**src/rtl/fetch_pkg.sv**
```systemverilog
// Shared types and constants for the instruction fetch unit.
package fetch_pkg;
  localparam int XLEN = 32;
  localparam logic [XLEN-1:0] PC_STEP = 32'd4;

  typedef enum logic [1:0] {IDLE, REQ, WAIT, DROP} state_e;

  typedef struct packed {
    logic [XLEN-1:0] pc;
    logic [XLEN-1:0] inst;
  } entry_t;
endpackage

```
**src/rtl/fetch_buffer.sv**
```systemverilog
// Two-entry in-order instruction buffer; head entry is always slot 0.
module fetch_buffer
  import fetch_pkg::*;
(
  input  logic       clk,
  input  logic       rst_n,
  input  logic       flush_i,
  input  logic       push_i,
  input  entry_t     push_data_i,
  input  logic       pop_i,
  output entry_t     head_o,
  output logic [1:0] count_o
);
  entry_t     mem_q [2];
  logic [1:0] count_q;

  always_ff @(posedge clk or negedge rst_n) begin
    if (!rst_n) begin
      mem_q[0] <= '0;
      mem_q[1] <= '0;
      count_q  <= 2'd0;
    end else if (flush_i) begin
      count_q <= 2'd0;
    end else begin
      unique case ({push_i, pop_i})
        2'b10: begin
          mem_q[count_q[0]] <= push_data_i;
          count_q           <= count_q + 2'd1;
        end
        2'b01: begin
          mem_q[0] <= mem_q[1];
          count_q  <= count_q - 2'd1;
        end
        2'b11: begin
          // Shift and refill: the new entry lands behind whatever survives the pop.
          if (count_q == 2'd2) begin
            mem_q[0] <= mem_q[1];
            mem_q[1] <= push_data_i;
          end else begin
            mem_q[0] <= push_data_i;
          end
        end
        default: ;
      endcase
    end
  end

  assign head_o  = (count_q != 2'd0) ? mem_q[0] : '0;
  assign count_o = count_q;
endmodule

```
**src/rtl/fetch_unit.sv**
```systemverilog
// Single-outstanding instruction fetch FSM feeding a 2-entry decode buffer.
module fetch_unit
  import fetch_pkg::*;
#(
  parameter logic [31:0] RESET_PC  = 32'h0000_0000,
  parameter int          BUF_DEPTH = 2
) (
  input  logic        clk,
  input  logic        rst_n,
  output logic        imem_req_valid,
  input  logic        imem_req_ready,
  output logic [31:0] imem_addr,
  input  logic        imem_resp_valid,
  input  logic [31:0] imem_resp_data,
  input  logic        redirect_valid,
  input  logic [31:0] redirect_pc,
  output logic        inst_valid,
  input  logic        inst_ready,
  output logic [31:0] decoder_in,
  output logic [31:0] pc_value
);
  state_e          state_q;
  logic [XLEN-1:0] pc_q, fetch_pc_q, redir_pc;
  logic            accept, push, pop;
  logic [1:0]      buf_count;
  entry_t          head, push_data;

  assign redir_pc       = {redirect_pc[31:2], 2'b00};
  assign imem_req_valid = (state_q == REQ) && (int'(buf_count) < BUF_DEPTH);
  assign imem_addr      = pc_q;
  assign accept         = imem_req_valid && imem_req_ready;
  // Redirect beats both push and pop: the flush wins and nothing else moves.
  assign push           = (state_q == WAIT) && imem_resp_valid && !redirect_valid;
  assign pop            = inst_valid && inst_ready && !redirect_valid;
  assign push_data      = '{pc: fetch_pc_q, inst: imem_resp_data};

  always_ff @(posedge clk or negedge rst_n) begin
    if (!rst_n) begin
      state_q    <= IDLE;
      pc_q       <= RESET_PC;
      fetch_pc_q <= RESET_PC;
    end else begin
      if (accept) fetch_pc_q <= pc_q;
      if (redirect_valid) pc_q <= redir_pc;
      else if (accept)    pc_q <= pc_q + PC_STEP;
      unique case (state_q)
        IDLE: state_q <= REQ;
        REQ:  if (accept) state_q <= redirect_valid ? DROP : WAIT;
        WAIT: begin
          if (imem_resp_valid)     state_q <= REQ;
          else if (redirect_valid) state_q <= DROP;
        end
        DROP: if (imem_resp_valid) state_q <= REQ;
        default: state_q <= IDLE;
      endcase
    end
  end

  fetch_buffer u_buf (
    .clk         (clk),
    .rst_n       (rst_n),
    .flush_i     (redirect_valid),
    .push_i      (push),
    .push_data_i (push_data),
    .pop_i       (pop),
    .head_o      (head),
    .count_o     (buf_count)
  );

  assign inst_valid = (buf_count != 2'd0);
  assign decoder_in = head.inst;
  assign pc_value   = head.pc;
endmodule

```
**config.mk**
```make
export PLATFORM = sky130hd
export DESIGN_NAME = fetch_unit
export DESIGN_NICKNAME = d
export VERILOG_FILES = /design/src/rtl/fetch_pkg.sv /design/src/rtl/fetch_buffer.sv /design/src/rtl/fetch_unit.sv
export SDC_FILE = /design/constraint.sdc
export NUM_CORES = 1
export LEC_CHECK = 0
export CORE_UTILIZATION = 52
export DETAILED_ROUTE_END_ITERATION = 6
export GPL_TIMING_DRIVEN = 0
export PLACE_DENSITY_LB_ADDON = 0.1
export REMOVE_ABC_BUFFERS = 1
export SLEW_MARGIN = 20
export SYNTH_ARGS = -nofsm -noshare
export SYNTH_HDL_FRONTEND = slang
export SYNTH_SLANG_ARGS = --single-unit
```
**constraint.sdc**
```tcl
create_clock -name clk -period 2.6 [get_ports clk]
set_input_delay 0.52 -clock clk [delete_from_list [all_inputs] [get_ports clk]]
set_output_delay 0.52 -clock clk [all_outputs]
set_load 0.01 [all_outputs]
```
==> results of run 1 <==
[sequential cells by signal (all words and copies together), names as in the netlist]
name           count
u_buf.mem_q      125
fetch_pc_q        30
imem_addr         30
state_q            2
u_buf.count_o      2
[per-layer routing]
| layer | global-route usage | wire (µm) | vias up |
|---|---|---|---|
| li1 | - | - | 3168 |
| met1 | 0.358 | 9820 | 3429 |
| met2 | 0.439 | 10800 | 242 |
| met3 | 0.0468 | 1280 | 21 |
| met4 | 0.0798 | 245 | 0 |
| met5 | 0 | 0 | - |
[where the power goes]
group	switching (mW)	internal (mW)	total (mW)	leakage (nW)
sequential	0.509	3.76	4.26	2.41
combinational	1.12	1.20	2.33	2.38
clock	1.14	1.54	2.67	0.288
[cells by family (layout without fill, tap and decap cells)]
| kind of cell | Yosys count | in the layout | share of synthesized area |
|---|---|---|---|
| AOI/OAI and AO/OA | 127 | 127 | 0.112 |
| xor gates and xnor gates | 11 | 11 | 0.0111 |
| adders and majority gates | 4 | 4 | 0.00579 |
| buffers and inverters | 69 | 230 | 0.0330 |
| DFF | 189 | 189 | 0.547 |
| muxes | 65 | 65 | 0.0844 |
| other | 1 | 2 | 0.000434 |
| and+or+nand+nor | 348 | 350 | 0.206 |
[final timing paths]
check                                 start                to  slack (ns)  depth (start not counted)
min in group clk              fetch_pc_q[6]     fetch_pc_q[6]        0.50                          2
setup / recovery           u_buf.count_o[0]      pc_value[11]        0.06                          5
setup reg to reg                 state_q[1]     imem_addr[21]        0.15                          7
max in group asynchronous             rst_n  u_buf.count_o[0]        1.89                          2
hold reg to reg               fetch_pc_q[6]     fetch_pc_q[6]        0.50                          2
hold / removal                        rst_n   u_buf.mem_q[11]       0.002                          1
[worst register-to-register path, stage by stage (launching register included)]
cell and delay (ns):
dfrtp_1 0.42, inv_1 0.08, ha_2 0.26, nand3b_1 0.16
buf_8 0.19, or3_1 0.54, or4_1 0.55, a31oi_1 0.17
[area by class of cell]
class	instances	area, µm²	area share
clock buffer	18	439	0.0385
clock inverter	13	166	0.0146
inverter	12	57.6	0.00505
multi-input combinational	559	3710	0.325
sequential	189	4730	0.415
tap	216	270	0.0237
timing repair buffer	186	2020	0.177
timing repair inverter	1	8.76	0.000768
[layout by cell type, fill, tap and decap left out, types with 4 or more instances in the layout]
| cell | synthesis | layout |
|---|---|---|
| nor2b_1 | 48 | 48 |
| dfrtp_1 | 189 | 187 |
| xnor2_1 | 7 | 7 |
| o31ai_1 | 16 | 16 |
| buf_16 | 0 | 8 |
| clkinv_4 | 0 | 4 |
| nor2_1 | 39 | 38 |
| o21ai_0 | 22 | 22 |
| nand2_1 | 126 | 126 |
| nand3_1 | 22 | 21 |
| a31oi_1 | 36 | 36 |
| mux2_2 | 63 | 63 |
| buf_6 | 0 | 5 |
| inv_1 | 11 | 10 |
| and4_1 | 5 | 5 |
| and2_1 | 66 | 65 |
| or4_1 | 17 | 17 |
| buf_4 | 3 | 7 |
| clkdlybuf4s50_1 | 0 | 160 |
| xor2_1 | 4 | 4 |
| clkbuf_16 | 0 | 17 |
| nand4_1 | 6 | 6 |
| a221o_1 | 44 | 44 |
[per-stage QoR]
| stage | hold slack [ns] | util | cells | setup WS, ns |
|---|---|---|---|---|
| floorplan | 0.224 | - | 758 | -2.50 |
| global placement | 0.477 | 0.642 | 1137 | -6.69 |
| detailed placement | 0.471 | 0.663 | 1152 | -1.39 |
| CTS | 0.0129 | 0.704 | 1186 | 0.00209 |
| global route | 0.0213 | 0.710 | 1194 | -0.00766 |
| finish | 0.00247 | 0.710 | 1194 | 0.0556 |
[timing repair]
action                     CTS  global route
cloned                       0             3
pin swaps                    5             3
setup endpoints to repair  192            50
hold endpoints to repair     0             0
setup buffers                3             5
resized for setup           15             4
==> results by group, run 1 <==
Route
  • Via count: 6,860
  • Routed Wire Length: 22.1 mm
  • Vias per cell: roughly 5.7
  • Residual DRC: 0
  • Drt pass-1 iters: 5
  • DR iter-0 viols: between 400 and 500
  • Routed Antenna Nets: 0
  • Wirelength per Cell: about 19 µm

Final layout
  • Synthesis-to-finish area growth: 31.9%
  • # fillers: 1,151
  • Layout cell share with drive strength beyond 1: 0.140
  • # diodes: 0
  • Nets: around 1,000
  • Final Cell Area: 11,400 µm²

GRT
  • Vias in the first global route: between 6,000 and 7,000
  • Total gr overflow: 0
  • Initial antenna violation count: 0
  • GRT Util Overall: 0.265
  • Largest net degree at the start of global routing: 72
  • First-pass GRT wire length: 34.8 mm

CTS
  • CTS Hold Bufs: 0
  • Clk buf depth: 2
  • Sink Count: 189
  • Clk Latency, worst-skew pair: roughly 0.43 ns
  • H-Tree Level Count: 4
  • CTS buffer count: 17
  • CTS root buffer: clkbuf_16
  • Worst-path clk slew: ~0.07 ns
  • CTS tree: done

Timing
  • Tcrit/Tclk final: 0.979
  • Worst slew pin tran: approximately 0.74 ns
  • Crit path time final: 2.54 ns
  • Final setup viols: 0
  • Setup TNS: 0 ns
  • Fmax: slightly below 400 MHz
  • Relative slew slack: 0.504
  • Count of pins over their slew limit: 0
  • Hold Vio Cnt, Final: 0
  • Layout Skew: between 0.006 and 0.007 ns

Power and ir drop
  • PD cells: 812 nW/µm²
  • Leakage power: between 5 and 6 nW
  • Power, Total: around 9.3 mW
  • Maximum vdd drop: between 500 and 600 µV

Floorplan
  • Initial Utilization: 0.538
  • Die width: 131 µm
  • Row count: 46
  • Ports: approximately 170
  • Die area: 17,100 µm²
  • Core footprint: around 16,000 µm²
  • Die extent in y: 131 µm

Synthesis
  • Post-Syn Area: between 8000 and 9000 µm²
  • Synth warn: 0
  • Synth async-reset ratio: 1.00
  • Top cells by count, synth: dfrtp_1 (189), nand2_1 (126), and2_1 (66)
  • Primary FF master, synth: dfrtp_1
  • Seq/Total Area, Yosys: 0.547
  • Synth Instances: roughly 810
  • Synth cell types: 42
  • Leading area contributor after synthesis: dfrtp_1
  • Post-synth top area share: 0.547
  • Synth Register Bits: around 190
  • Post-synth EDFFs: 0
  • Synth area leaders: dfrtp_1 (55%), mux2_2 (8.2%), nand2_1 (5.5%)
  • Synthesized area per cell: ~11 µm²
  • Cell with the most instances after synthesis: dfrtp_1

Worst setup path
  • Crit path buf inv count: 3
  • Critical path class: reg -> out
  • Required @ worst endpoint: 2.08 ns
  • Crit path max-delay family: buffers and inverters
  • CP arrival: 2.02 ns
  • Critical-path top delay cell: clkdlybuf4s50_1
  • Crit path max fanout: 36
  • Startpoint type of the worst setup path: flop
  • Worst path max stage delay: 0.47 ns
  • Ordered list of cells on the worst path: nor2_4 > clkinv_8 > buf_16 > and2_1 > clkdlybuf4s50_1
  • Worst setup EP type: output pin

Placement
  • Gpl congestion: 0.870
  • Post-detail-place hpwl: between 10 and 15 mm
  • Dpl cell area: 10,600 µm²
  • PortBufs: 163

Run status
  • Status: completed

Job
  • Maximum capacitance violations: 0

Min path
  • Worst Hold Class: in -> async
Power figures use the tool's default switching activity.
==> run 2: changes to the inputs <==
- RECOVER_POWER: not set -> 25
==> run 2 against run 1 <==
Sequential share of layout area rose by 0.18 points. Total power about the same. Clock skew barely moved. Worst hold slack better by 0.37 ns. Count of clock-buffer cells in the layout stayed put. Global-route usage stayed put. Non-clock buffer count unchanged. Critical path depth stayed put. Setup slack about the same. Cell count did not move. Maximum frequency about the same. Register-to-register slack about the same.
==> results by group, run 2 (synthesis gave the netlist of run 1 again) <==
GRT
  • Initial antenna violation count: 0 (unchanged)
  • Largest net degree at the start of global routing: 72 (unchanged)
  • Total gr overflow: 0 (unchanged)
  • GRT Util Overall: 0.265 (unchanged)
  • Vias in the first global route: 6,715 (unchanged)
  • First-pass GRT wire length: 34.8 mm (unchanged)

Timing
  • Layout Skew: 0.00713 ns (+0.000235 ns)
  • Hold Vio Cnt, Final: 0 (unchanged)
  • Count of pins over their slew limit: 0 (unchanged)
  • Tcrit/Tclk final: 0.978 (about the same)
  • Relative slew slack: 0.117 (-0.387)
  • Final setup viols: 0 (unchanged)
  • Fmax: 393 MHz (about the same)
  • Worst slew pin tran: 1.32 ns (+0.580 ns)
  • Crit path time final: 2.54 ns (-0.000284 ns)

Worst setup path
  • Worst Setup SP: u_buf.count_o[0]
  • CP arrival: 2.02 ns (about the same)
  • Critical path class: reg -> out
  • Startpoint type of the worst setup path: flop
  • Worst setup EP type: output pin
  • Crit path max fanout: 36 (unchanged)
  • Required @ worst endpoint: 2.08 ns (about the same)
  • Worst reg2reg startpoint: state_q[1]

CTS
  • Clk buf depth: 2 (unchanged)
  • CTS root buffer: clkbuf_16
  • CTS tree: done
  • Sink Count: 189 (unchanged)
  • Clk Latency, worst-skew pair: 0.43 ns (about the same)
  • CTS Hold Bufs: 0 (unchanged)
  • Worst-path clk slew: 0.07 ns (about the same)
  • H-Tree Level Count: 4 (unchanged)
  • CTS buffer count: 17 (unchanged)

Final layout
  • Layout cell share with drive strength beyond 1: 0.140 (unchanged)
  • Most frequent cells in the layout: dfrtp_1 (187), clkdlybuf4s50_1 (160), nand2_1 (126)
  • Max FFs per register: 125 (unchanged)
  • # fillers: 1,156 (+0.43%)
  • Post-Layout Cell Count: 1,194 (unchanged)
  • Synthesis-to-finish area growth: 31.3%
  • Largest Register: u_buf.mem_q
  • Commonest non-fill, non-tap cell in the layout: dfrtp_1
  • Area occupied by multi-input gates: 3710 µm² (unchanged)
  • # diodes: 0 (unchanged)
  • Nets: 1,040 (unchanged)
  • FF+latch area: 4730 µm² (unchanged)

Floorplan
  • Core footprint: 16,100 µm² (unchanged)
  • Die width: 131 µm (unchanged)
  • Row count: 46 (unchanged)
  • Die area: 17,100 µm² (unchanged)
  • Ports: 168 (unchanged)
  • Die extent in y: 131 µm (unchanged)
  • Initial Utilization: 0.538 (unchanged)

Placement
  • Gpl congestion: 0.870 (unchanged)
  • Cells after DPL: 1,152 (unchanged)
  • PortBufs: 163 (unchanged)
  • Post-detail-place hpwl: 13.9 mm (unchanged)

Power and ir drop
  • Sw frac: 0.299 (about the same)
  • Maximum vdd drop: 561 µV (-0.23%)
  • Psw: 2.77 mW (about the same)
  • Power, Total: 9.26 mW (about the same)
  • PD cells: 815 nW/µm² (+0.34%)
  • Internal power component: 6.49 mW (-0.13%)
  • Leakage power: 5.06 nW (-0.38%)
  • Combinational Power Share: 0.250 (about the same)
  • Clk pwr share: 0.289 (about the same)
  • Sequential power share: 0.461 (about the same)

Min path
  • Worst Hold Class: in -> async

Run status
  • Status: completed

Route
  • DR iter-0 viols: 475 (+0.21%)
  • Routed Wire Length: 22.0 mm (-0.26%)
  • Residual DRC: 0 (unchanged)
  • Wirelength per Cell: 18.5 µm (-0.26%)
  • Routed Antenna Nets: 0 (unchanged)
  • Vias per cell: 5.76 (+0.31%)
  • Via count: 6,881 (+0.31%)
  • Drt pass-1 iters: 5 (unchanged)

Job
  • Maximum capacitance violations: 0 (unchanged)
==> run 2: changes by cell type in the layout (fill, tap and decap cells not counted) <==
cell      delta
clkbuf_4     +2
buf_8        -1
clkbuf_2     +1
buf_16       -2
==> run 2: worst paths after layout <==
check	endpoint	slack [ns]	depth (start not counted)
max in group asynchronous	u_buf.count_o[0]	0.45	2
setup / recovery	pc_value[11]	0.06	5
min in group clk	fetch_pc_q[6]	0.50	2
hold reg to reg	fetch_pc_q[6]	0.50	2
setup reg to reg	imem_addr[21]	0.15	7
hold / removal	u_buf.mem_q[11]	0.37	1
==> run 2: cell type report <==
class                           instances  area share
Clock buffer                           18      0.0387
Clock inverter                         13      0.0147
Inverter                               12     0.00507
Multi-Input combinational cell        559       0.327
Sequential cell                       189       0.417
Tap cell                              216      0.0238
Timing Repair Buffer                  186       0.173
Timing Repair inverter                  1    0.000772
==> run 2: stage by stage <==
stage | cell area, µm² | setup slack [ns] | util | hold slack, ns | TNS, ns
2_1_floorplan | 8410 | -2.50 | - | 0.224 | -169.55
3_3_place_gp | 10300 | -6.69 | 0.642 | 0.477 | -1851.23
3_5_place_dp | 10600 | -1.39 | 0.663 | 0.471 | -103.01
4_1_cts | 11300 | 0.00209 | 0.704 | 0.0129 | 0
5_1_grt | 11400 | -0.00766 | 0.707 | 0.480 | -0.0279
6_report | 11400 | 0.0559 | 0.707 | 0.374 | 0
==> run 2: metal layers <==
metal	track usage	vias to the layer above	share of wire
met5	0	-	0
met4	0.0798	0	0.011
met3	0.0468	24	0.055
met2	0.439	234	0.49
met1	0.358	3457	0.45
li1	-	3166	-
==> run 2: critical path: stages, from the launching register on <==
cell,delay [ns]
dfrtp_2,0.46
nor2_4,0.22
clkinv_8,0.09
buf_16,0.17
and2_1,0.17
clkdlybuf4s50_1,0.47
==> run 2: power groups by stage <==
stage,Combinational [mW],Clock [mW],Sequential (mW)
after floorplan,1.38,0,4.16
after global placement,2.06,0,4.26
after detailed placement,2.24,0,4.30
after CTS,2.30,2.71,4.26
after global routing,2.56,2.83,4.37
final,2.32,2.67,4.27
==> run 2: repair_timing <==
action,CTS,global route
gates resized for setup,15,4
pin swaps,5,3
setup buffers,3,5
gates cloned,0,3
endpoints found under the setup margin,192,50
endpoints found under the hold margin,0,0
==> variant: new RTL, flow settings as in run 2 <==
Make the reset (`rst_n`) synchronous in 2 clocked blocks.
--- a/src/rtl/fetch_buffer.sv
+++ b/src/rtl/fetch_buffer.sv
@@ -16,3 +16,3 @@
 
-  always_ff @(posedge clk or negedge rst_n) begin
+  always_ff @(posedge clk) begin
     if (!rst_n) begin
--- a/src/rtl/fetch_unit.sv
+++ b/src/rtl/fetch_unit.sv
@@ -36,3 +36,3 @@
 
-  always_ff @(posedge clk or negedge rst_n) begin
+  always_ff @(posedge clk) begin
     if (!rst_n) begin
Behaviour: differs if rst_n is asserted again (counterexample within 4 cycles, from zero or initial values and one cycle with rst_n low); with rst_n held inactive, the same outputs for 4 cycles.
==> variant against run 2 <==
  * Routed wire length decreased by 3.4%
  * Critical path type is now reg2reg
  * Highest routed layer unchanged
  * Register-to-register slack got worse by 0.07 ns
  * Design area decreased by 2.1%
  * Sequential cell count decreased by 1
  * Maximum frequency increased by 0.96%
  * Synthesized area decreased by 3.6%
  * First-iteration DRC count decreased by 1.1%
  * Largest cell class unchanged
  * Worst setup slack improved by 0.024 ns
Power is not compared: it rests on default switching activity, and its combinational part moved more than twofold at a synthesized area within 25%.
==> variant: results (changes against run 2) <==
Drt
The sum of routed wire length over all layers is 21300 um (-3.4%). The DRC marker count from the first detailed-route iteration is 470 (-1.1%). The average detailed-routed wire length per instance came to 18.9 um (+2.2%). The via count is 6581 (-4.4%). The number of detailed-route iterations in the first pass came to 6 (+1).

Outcome
The run finished with clean final reports.

Place
The final weighted congestion in routability-driven placement came to 0.789 (-9.3%). The number of cells in the design after placement was 1073 (-6.9%). The port buffer count is 161 (-1.2%). The half-perimeter wire length of the detailed placement result is 12500 um (-10%).

STA
The transition time at the pin with the least slew margin was 0.743 ns (-0.580 ns). The clock tree skew after final layout is 0.00768 ns (+0.000547 ns).

Cells and area
The number of nets in the final layout is 981 (-5.7%). The flip-flop count of the largest register, all copies and words added is 124 (-0.80%). The share of final-layout standard cells stronger than drive strength 1 was 10.5% (-3.5 points).

The fill cell total of the finished layout is 1105 (-4.4%). Ranked by flip-flop count, first place goes to u_buf.mem_q.

Global route
The number of global-route vias before repair is 6275 (-6.6%). The aggregate global-route resource usage is 25.8% (-0.72 points). The first-pass GRT wire length came to 32600 um (-6.3%).

The largest net degree at the start of global routing came to 41 (-43%).

Setup path
Tracing the worst setup path back leads to its startpoint at u_buf.count_o[1]$_SDFFE_PP0P_. The maximum single-stage delay on the critical path is 0.40 ns (-0.07 ns). The reg2reg setup slack was 0.08 ns (-0.07 ns). The endpoint identified for the worst register-to-register timing path is u_buf.mem_q[0][13]$_DFFE_PP_. The depth of the worst register-to-register path is 10 (+3). The slowest cell on the critical path is sky130_fd_sc_hd__dfxtp_4.

The highest fanout seen on the critical path came to 30 (-17%).

Synth
Yosys attributes the largest share of cell area to sky130_fd_sc_hd__edfxtp_1 45%, sky130_fd_sc_hd__dfxtp_1 15%, sky130_fd_sc_hd__a22o_1 6.5%. The fraction of registers with async set or reset after synthesis is 0% (-100 points). The number of distinct library cell variants in the gate-level netlist after synthesis came to 49 (+17%).

The average cell area after synthesis was 11.2 um2 (+5.6%). The yosys synthesis warning count came to 0 (unchanged). The most common flop cell mapped by yosys is sky130_fd_sc_hd__edfxtp_1. The commonest cells after synthesis are 124 x sky130_fd_sc_hd__edfxtp_1, 76 x sky130_fd_sc_hd__nand2_1, 66 x sky130_fd_sc_hd__nor2b_1. The sequential element share of the synthesized area is 60.1% (+5.4 points). The number of enable flip-flop cells after synthesis is 124 (+124).

Min path
The beginning of the worst hold path is fetch_pc_q[10]$_SDFFE_PN0P_. The tightest min-delay check is of the reg2reg type.
-- variant: cell types whose count changed after synthesis, sizes merged, moves of 14 or more --
cell,before,now
clkbuf,38,52
edfxtp,0,124
dfrtp,189,0
nor2,39,12
mux2,63,0
a21oi,3,39
nand2,126,76
a221o,44,0
nor2b,48,66
dfxtp,0,64
a22o,0,62
a31oi,36,17
-- variant: repair_timing --
action,in CTS,in global routing
resized for setup,31,16
setup buffers,15,4
pin swaps,5,2
gates cloned,5,1
setup endpoints to repair,324,158
-- variant: routing by layer --
| layer | vias up | wire length [um] | global-route usage [%] | part of all wire (%) |
|---|---|---|---|---|
| met1 | 3191 | 9180 | 33.5 | 43 |
| met3 | 39 | 1530 | 5.07 | 7.2 |
| met5 | - | 0 | 0 | 0 |
| li1 | 3035 | - | - | - |
| met2 | 316 | 10100 | 41.9 | 47 |
| met4 | 0 | 488 | 12.1 | 2.3 |
-- variant: kinds of logic after synthesis --
logic type / count (synthesis) / share of synthesized area [%]
xor+xnor: 11 / 1.16
compound gates: 174 / 14.5
fa+ha+maj: 7 / 1.05
buf+inv: 71 / 3.52
other cells: 1 / 0.0450
flops: 188 / 60.1
mux: 2 / 0.240
simple gates: 289 / 19.4
-- variant: area by class of cell --
type	count	area [um2]	area share, %
timing repair inverter	1	8.76	0.0788
inverter	11	53.8	0.484
clock inverter	12	130	1.17
tap	211	264	2.38
multi-input combinational	492	3190	28.7
clock buffer	20	468	4.21
timing repair buffer	193	1990	17.9
sequential	188	5010	45.1
-- variant: tightest hold or removal path, delay by kind of cell, from the launching register on --
family | cells | cell delay (ns)
compound gates | 1 | 0.05
flops | 1 | 0.32
simple gates | 1 | 0.05
-- variant: worst max path at each step --
stage	to	cells past startpoint	slack, ns
CTS	u_buf.mem_q[0][19]$_DFFE_PP_	13	-0.04
detailed placement	u_buf.mem_q[0][58]$_DFFE_PP_	11	-1.84
floorplan	u_buf.mem_q[0][0]$_DFFE_PP_	6	-2.76
global placement	u_buf.mem_q[0][7]$_DFFE_PP_	7	-5.43
finish	u_buf.mem_q[0][13]$_DFFE_PP_	10	0.08
global route	u_buf.mem_q[0][60]$_DFFE_PP_	13	-0.01
-- variant: through the flow --
| step | total power, mW | utilization (%) | setup slack [ns] | instance area [um2] | hold slack [ns] |
|---|---|---|---|---|---|
| 2_1_floorplan | 3.84 | - | -2.76 | 8090 | 0.445 |
| 3_3_place_gp | 4.18 | 64.6 | -5.43 | 9960 | 0.457 |
| 3_5_place_dp | 4.25 | 66.2 | -1.84 | 10200 | 0.462 |
| 4_1_cts | 6.88 | 71.4 | -0.0406 | 11000 | 0.470 |
| 5_1_grt | 7.11 | 72.0 | -0.0139 | 11100 | 0.491 |
| 6_report | 6.90 | 72.0 | 0.0800 | 11100 | 0.467 |
